<file path="src/rtl/qar_spi_defs.vh">
// Shared SPI constants used by both the SPI slave and the core SPI master.
// Both sides must agree on the frame width and the idle/fill pattern.
`ifndef QAR_SPI_DEFS_VH
`define QAR_SPI_DEFS_VH

// Number of bits in one SPI frame (one byte, MSB first).
localparam int QAR_SPI_FRAME_W = 8;

// Byte shifted out when the transmit side has nothing queued.
localparam logic [QAR_SPI_FRAME_W-1:0] QAR_SPI_FILL_BYTE = 8'hFF;

`endif

</file>
<file path="src/rtl/qar_spi_slave_pkg.sv">
// Types, constants and a small shift helper shared by the SPI slave files.
package qar_spi_slave_pkg;

  `include "qar_spi_defs.vh"

  // Frame state: IDLE while chip select is high, ACTIVE while a frame runs.
  typedef enum logic [0:0] {
    IDLE   = 1'b0,
    ACTIVE = 1'b1
  } spi_state_t;

  // Width of the bit counter that walks through one frame.
  localparam int BIT_CNT_W = $clog2(QAR_SPI_FRAME_W);

  // Cycles after reset before the chip-select synchronizer output is trusted.
  // The synchronizer starts at its reset value, so until it has refilled
  // with real samples an apparent cs_n edge could be an artefact of reset.
  localparam int SETTLE_CYCLES = 3;

  // Append one bit below a (FRAME_W-1)-bit history, producing a full frame.
  function automatic logic [QAR_SPI_FRAME_W-1:0] shift_in(
    input logic [QAR_SPI_FRAME_W-2:0] prior,
    input logic                       new_bit
  );
    return {prior, new_bit};
  endfunction

endpackage

</file>
<file path="src/rtl/qar_sync2.sv">
// Two-flop synchronizer for one asynchronous input bit, with a
// parameterised reset value so idle-high signals come out of reset idle.
module qar_sync2 #(
  parameter logic RESET_VAL = 1'b0
) (
  input  logic clk,
  input  logic rst,
  input  logic d,
  output logic q
);

  logic meta;

  // Two back-to-back flops give the first stage a full cycle to settle.
  always_ff @(posedge clk) begin
    if (rst) begin
      meta <= RESET_VAL;
      q    <= RESET_VAL;
    end else begin
      meta <= d;
      q    <= meta;
    end
  end

endmodule

</file>
<file path="src/rtl/qar_spi_slave.sv">
// SPI slave (modes 0 and 3, MSB first, 8-bit frames) with a one-entry
// transmit holding buffer and a single-byte receive register.
// All SPI pins are oversampled by clk; each raw edge takes effect exactly
// three clk cycles later (two synchronizer flops plus one edge register).
module qar_spi_slave
  import qar_spi_slave_pkg::*;
(
  input  logic       clk,
  input  logic       rst,
  input  logic       spi_sck,
  input  logic       spi_cs_n,
  input  logic       spi_mosi,
  output logic       spi_miso,
  output logic       spi_miso_oe,
  input  logic [7:0] tx_data,
  input  logic       tx_valid,
  output logic       tx_ready,
  output logic [7:0] rx_data,
  output logic       rx_valid,
  output logic       tx_underrun,
  output logic       busy
);

  localparam int W = QAR_SPI_FRAME_W;

  // Synchronized pins and the one-cycle-delayed copies used for edge detect.
  logic sck_sync;
  logic cs_n_sync;
  logic mosi_sync;
  logic sck_prev;
  logic cs_n_prev;

  logic sck_rise;
  logic sck_fall;
  logic cs_fall;
  logic cs_rise;

  // Post-reset guard so a cs_n that is already low does not start a frame.
  logic [1:0] settle_cnt;
  logic       cs_armed;

  // Frame state and datapath.
  spi_state_t           state;
  logic [BIT_CNT_W-1:0] bit_cnt;
  logic                 seen_rise;
  logic [W-1:0]         tx_sr;
  logic [W-2:0]         rx_sr;
  logic [W-1:0]         rx_shift;

  // One-entry transmit holding buffer.
  logic         buf_full;
  logic [W-1:0] buf_data;
  logic         buf_write;

  // Load and shift strobes for the transmit shift register.
  logic frame_start;
  logic byte_load;
  logic load_evt;
  logic tx_shift_evt;

  qar_sync2 #(.RESET_VAL(1'b0)) u_sync_sck (
    .clk (clk),
    .rst (rst),
    .d   (spi_sck),
    .q   (sck_sync)
  );

  qar_sync2 #(.RESET_VAL(1'b1)) u_sync_cs_n (
    .clk (clk),
    .rst (rst),
    .d   (spi_cs_n),
    .q   (cs_n_sync)
  );

  qar_sync2 #(.RESET_VAL(1'b0)) u_sync_mosi (
    .clk (clk),
    .rst (rst),
    .d   (spi_mosi),
    .q   (mosi_sync)
  );

  // Remember last cycle's synchronized sck and cs_n for edge detection.
  always_ff @(posedge clk) begin
    if (rst) begin
      sck_prev  <= 1'b0;
      cs_n_prev <= 1'b1;
    end else begin
      sck_prev  <= sck_sync;
      cs_n_prev <= cs_n_sync;
    end
  end

  assign sck_rise = sck_sync & ~sck_prev;
  assign sck_fall = ~sck_sync & sck_prev;
  assign cs_fall  = ~cs_n_sync & cs_n_prev;
  assign cs_rise  = cs_n_sync & ~cs_n_prev;

  // Arm frame starts only once the synchronizer has refilled after reset
  // and chip select has been seen high, so only a fresh falling edge counts.
  always_ff @(posedge clk) begin
    if (rst) begin
      settle_cnt <= '0;
      cs_armed   <= 1'b0;
    end else if (settle_cnt != 2'(SETTLE_CYCLES)) begin
      settle_cnt <= settle_cnt + 2'd1;
    end else if (cs_n_sync && cs_n_prev) begin
      cs_armed <= 1'b1;
    end
  end

  // A frame starts on an armed cs_n fall; a new byte is loaded on the first
  // sck fall after a completed byte. Falls before any rise (the mode-3
  // leading edge) neither load nor shift.
  assign frame_start  = (state == IDLE) && cs_fall && cs_armed;
  assign byte_load    = (state == ACTIVE) && !cs_rise && sck_fall && seen_rise &&
                        (bit_cnt == '0);
  assign load_evt     = frame_start || byte_load;
  assign tx_shift_evt = (state == ACTIVE) && !cs_rise && sck_fall && seen_rise &&
                        (bit_cnt != '0);

  // A write is accepted only into an empty buffer, so a load in the same
  // cycle necessarily sees the old (empty) contents.
  assign buf_write = tx_valid && !buf_full;
  assign tx_ready  = !buf_full;

  // Full received frame: seven held bits plus the bit arriving now.
  assign rx_shift = shift_in(rx_sr, mosi_sync);

  // Frame FSM, shift registers, holding buffer and status pulses.
  always_ff @(posedge clk) begin
    if (rst) begin
      state       <= IDLE;
      bit_cnt     <= '0;
      seen_rise   <= 1'b0;
      tx_sr       <= '0;
      rx_sr       <= '0;
      rx_data     <= '0;
      rx_valid    <= 1'b0;
      tx_underrun <= 1'b0;
      buf_full    <= 1'b0;
      buf_data    <= '0;
    end else begin
      rx_valid    <= 1'b0;
      tx_underrun <= 1'b0;

      if (load_evt) begin
        if (buf_full) begin
          tx_sr <= buf_data;
        end else begin
          tx_sr       <= QAR_SPI_FILL_BYTE;
          tx_underrun <= 1'b1;
        end
      end else if (tx_shift_evt) begin
        tx_sr <= shift_in(tx_sr[W-2:0], 1'b0);
      end

      if (buf_write) begin
        buf_data <= tx_data;
        buf_full <= 1'b1;
      end else if (load_evt) begin
        buf_full <= 1'b0;
      end

      case (state)
        IDLE: begin
          if (frame_start) begin
            state     <= ACTIVE;
            bit_cnt   <= '0;
            seen_rise <= 1'b0;
          end
        end
        ACTIVE: begin
          if (cs_rise) begin
            state <= IDLE;
          end else if (sck_rise) begin
            rx_sr     <= rx_shift[W-2:0];
            bit_cnt   <= bit_cnt + BIT_CNT_W'(1);
            seen_rise <= 1'b1;
            if (bit_cnt == BIT_CNT_W'(W - 1)) begin
              rx_data  <= rx_shift;
              rx_valid <= 1'b1;
            end
          end
        end
        default: state <= IDLE;
      endcase
    end
  end

  assign busy        = (state == ACTIVE);
  assign spi_miso_oe = busy;
  assign spi_miso    = busy & tx_sr[W-1];

endmodule

</file>
<file path="config.mk">
export PLATFORM = sky130hd
export DESIGN_NAME = qar_spi_slave
export DESIGN_NICKNAME = d
export VERILOG_FILES = /design/src/rtl/qar_spi_slave_pkg.sv /design/src/rtl/qar_sync2.sv /design/src/rtl/qar_spi_slave.sv
export VERILOG_INCLUDE_DIRS = /design/src /design/src/rtl
export SDC_FILE = /design/constraint.sdc
export NUM_CORES = 1
export LEC_CHECK = 0
export CORE_MARGIN = 2
export CORE_UTILIZATION = 25
export CTS_BUF_LIST = sky130_fd_sc_hd__clkbuf_8
export DETAILED_ROUTE_END_ITERATION = 7
export GPL_ROUTABILITY_DRIVEN = 0
export HOLD_SLACK_MARGIN = 0.1
export PLACE_DENSITY = 0.51
export SYNTH_ARGS = -nofsm -noshare
export SYNTH_HDL_FRONTEND = slang
export SYNTH_SLANG_ARGS = --single-unit
</file>
<file path="constraint.sdc">
create_clock -name clk -period 2.2 [get_ports clk]
set_clock_uncertainty 0.2 [all_clocks]
set_input_delay 0.44 -clock clk [delete_from_list [all_inputs] [get_ports clk]]
set_output_delay 0.44 -clock clk [all_outputs]
set_load 0.005 [all_outputs]
</file>
==> impl_metrics.env, run 1 <==
export IMPL_clk_latency_ps=310
export IMPL_setup_viol=0
export IMPL_dp_hpwl_um=2820
export IMPL_ff2ff_setup_slack_ps=430
export IMPL_yosys_most_used_dff="dfxtp_1"
export IMPL_io_buffers=27
export IMPL_htree_num_levels=2
export IMPL_drive_above_1_share=0.121
export IMPL_drt_first_pass_iters=5
export IMPL_drv_cap=0
export IMPL_slowest_stage="clkdlybuf4s50_1"
export IMPL_ctsHoldBuffers=0
export IMPL_holdCritPathClass="reg2reg"
export IMPL_fp_dieArea_um2=8760
export IMPL_grt_usage=0.0981
export IMPL_core_area_um2=7770
export IMPL_diodes=0
export IMPL_crit_arrival_ps=1440
export IMPL_grt_setup_unrepaired="false"
export IMPL_crit_type="reg2out"
export IMPL_p_leak_nw=0.888
export IMPL_ant_nets=0
export IMPL_cts_sinks=50
export IMPL_die_w_um=93.6
export IMPL_fp_row_count=32
export IMPL_syn2layout_area_growth_pct=23.3
export IMPL_grt_pass1_vias=1439
export IMPL_worst_slew_margin_rel=0.709
export IMPL_peakVddDrop_uv=224
export IMPL_synth_top_area_frac=0.499
export IMPL_cts_root_buf="clkbuf_8"
export IMPL_fin_nets=273
export IMPL_ys_async_sr_fraction=0
export IMPL_post_cts_buffers=0
export IMPL_yosys_area_top_type="dfxtp_1"
export IMPL_crit_fanout=12
export IMPL_yosysMostFrequentCell="nand2_1"
export IMPL_cts_max_path_buffers=2
export IMPL_cpPeakStageDelay_ps=500
export IMPL_drc=0
export IMPL_io_pins=28
export IMPL_ys_warn_count=0
export IMPL_start_util=0.258
export IMPL_seq_area_frac_synth=0.499
export IMPL_cp_end_kind="primary output"
export IMPL_die_y_um=93.6
export IMPL_cts_buffers=5
export IMPL_hold_slack_ps=223
export IMPL_start_kind="flip-flop"
export IMPL_drt_iter0_markers=91
export IMPL_post_drt_wl_per_cell_um=11.7
export IMPL_grt_max_degree=19
export IMPL_grt_pass1_wl_um=6860
export IMPL_antenna_found_initial=0
export IMPL_cp_required_ps=1560
export IMPL_crit_buf_inv=1
export IMPL_path_cells="and2_1 -> clkdlybuf4s50_1"
export IMPL_clk_pin_slew_ps=90
export IMPL_cts_tree="yes"
export IMPL_syn_num_nets=247
export IMPL_crit_family="buffers and inverters"
export IMPL_final_period_utilization=0.945
export IMPL_hold_viol=0
export IMPL_vias_per_cell=4.47
export IMPL_yosysUniqueCellTypes=35
export IMPL_fmax_mhz=481
export IMPL_slew_viol_final=0
export IMPL_routed_wl_um=4170
export IMPL_synth_top_cells_by_area="dfxtp_1 50%, nand2_1 9.7%, a21oi_1 7.5%"
export IMPL_synth_edff_count=0
export IMPL_grt_remaining_overflow=0
export IMPL_power_total_mw=1.72
export IMPL_powerDensity_nw_per_um2=695
export IMPL_tns_ps=0
export IMPL_worst_pin_slew_ps=435
export IMPL_synth_avg_cell_area_um2=8.76
export IMPL_synthTopCellsByCount="52 x nand2_1, 50 x dfxtp_1, 30 x a21oi_1"
export IMPL_ys_ff_latch=50
export IMPL_netlist_area_um2=2010
export IMPL_syn_inst=229
export IMPL_status="finished, final reports clean"
export IMPL_vias=1600
export IMPL_min_period_ps=2080
[where the power goes]
| part | internal [mW] | leakage, nW | switching [mW] | total [mW] |
|---|---|---|---|---|
| clock network | 0.341 | 0.0585 | 0.309 | 0.650 |
| logic | 0.0584 | 0.423 | 0.0607 | 0.119 |
| registers | 0.934 | 0.407 | 0.0171 | 0.951 |
[what timing repair did]
item,in CTS,in global routing
resized for setup,1,0
endpoints found under the hold margin,0,0
setup endpoints to repair,1,0
[cell type report]
cell class | count | area [um^2]
inverter | 3 | 11.3
sequential | 50 | 1000
clock inverter | 3 | 43.8
tap | 102 | 128
multi-input combinational | 159 | 887
timing repair buffer | 36 | 333
fill | 840 | 5290
clock buffer | 5 | 68.8
[worst reg2reg max path: cells and delay by family (launching register included)]
| family | cells | cell delay [ps] |
|---|---|---|
| and+or+nand+nor | 3 | 560 |
| DFF | 1 | 360 |
| AOI/OAI and AO/OA | 1 | 310 |
| adders and majority gates | 1 | 180 |
| buffers and inverters | 1 | 60 |
[layer usage]
| layer | share of wire | GRT usage | up-vias |
|---|---|---|---|
| met5 | 0 | 0 | - |
| met4 | 0.016 | 0.0435 | 0 |
| met3 | 0.049 | 0.0266 | 6 |
| met2 | 0.45 | 0.150 | 43 |
| met1 | 0.49 | 0.130 | 735 |
| li1 | - | - | 816 |
[flip-flops by register name, summed over array words and instances (netlist names)]
name / flops
buf_data: 8
rx_data: 8
tx_sr: 8
rx_sr: 7
bit_cnt: 3
settle_cnt: 2
buf_full: 1
busy: 1
cs_armed: 1
cs_n_prev: 1
rx_valid: 1
sck_prev: 1
seen_rise: 1
tx_underrun: 1
u_sync_cs_n.meta: 1
u_sync_cs_n.q: 1
u_sync_mosi.meta: 1
u_sync_mosi.q: 1
u_sync_sck.meta: 1
u_sync_sck.q: 1
[logic make-up (layout without fill, tap and decap cells)]
group	count (synthesis)	in the layout	synth area share
DFF	50	50	0.499
adders and majority gates	4	4	0.0250
muxes	1	1	0.00499
AOI/OAI and AO/OA	48	48	0.169
buffers and inverters	20	47	0.0586
xor gates and xnor gates	1	1	0.00437
and+or+nand+nor	105	105	0.239
[cells in the final DEF, fill, tap and decap left out, drive strengths merged]
cell type	n
dfxtp	50
xor2	1
nand3	14
buf	10
a221oi	7
a21oi	30
clkdlybuf4s50	26
o21a	7
nand2	53
nand4	2
and2	1
nand2b	1
clkinv	1
inv	4
nor2	18
and3b	1
nand3b	1
or2	4
o2bb2ai	1
a211oi	1
clkbuf	5
and3	1
and4bb	1
nor2b	8
mux2i	1
bufinv	1
ha	4
a31oi	2
[worst paths after layout]
path / startpoint / to / cells after the start
max: busy / spi_miso / 2
min reg2reg: u_sync_cs_n.meta / u_sync_cs_n.q / 1
max reg2reg: bit_cnt[0] / tx_sr[6] / 6
min: u_sync_cs_n.meta / u_sync_cs_n.q / 1
[through the flow]
step	area, um^2	cells	setup WS (ps)	utilization
final	2470	358	121	0.318
after floorplan	2010	229	519	-
after CTS	2470	358	87.7	0.318
after global placement	2360	350	290	0.304
after detailed placement	2360	350	282	0.304
after global routing	2470	358	46.9	0.318
No activity file was read; power rests on OpenSTA's default activity.
==> run 2: changes to the inputs <==
--- a/config.mk
+++ b/config.mk
@@ -6,6 +6,7 @@
 export SDC_FILE = /design/constraint.sdc
 export NUM_CORES = 1
 export LEC_CHECK = 0
+export CAP_MARGIN = 20
 export CORE_MARGIN = 2
 export CORE_UTILIZATION = 25
 export CTS_BUF_LIST = sky130_fd_sc_hd__clkbuf_8
==> results of run 2 <==
Same layout as run 1: the final DEF is identical, and so are final timing and power.
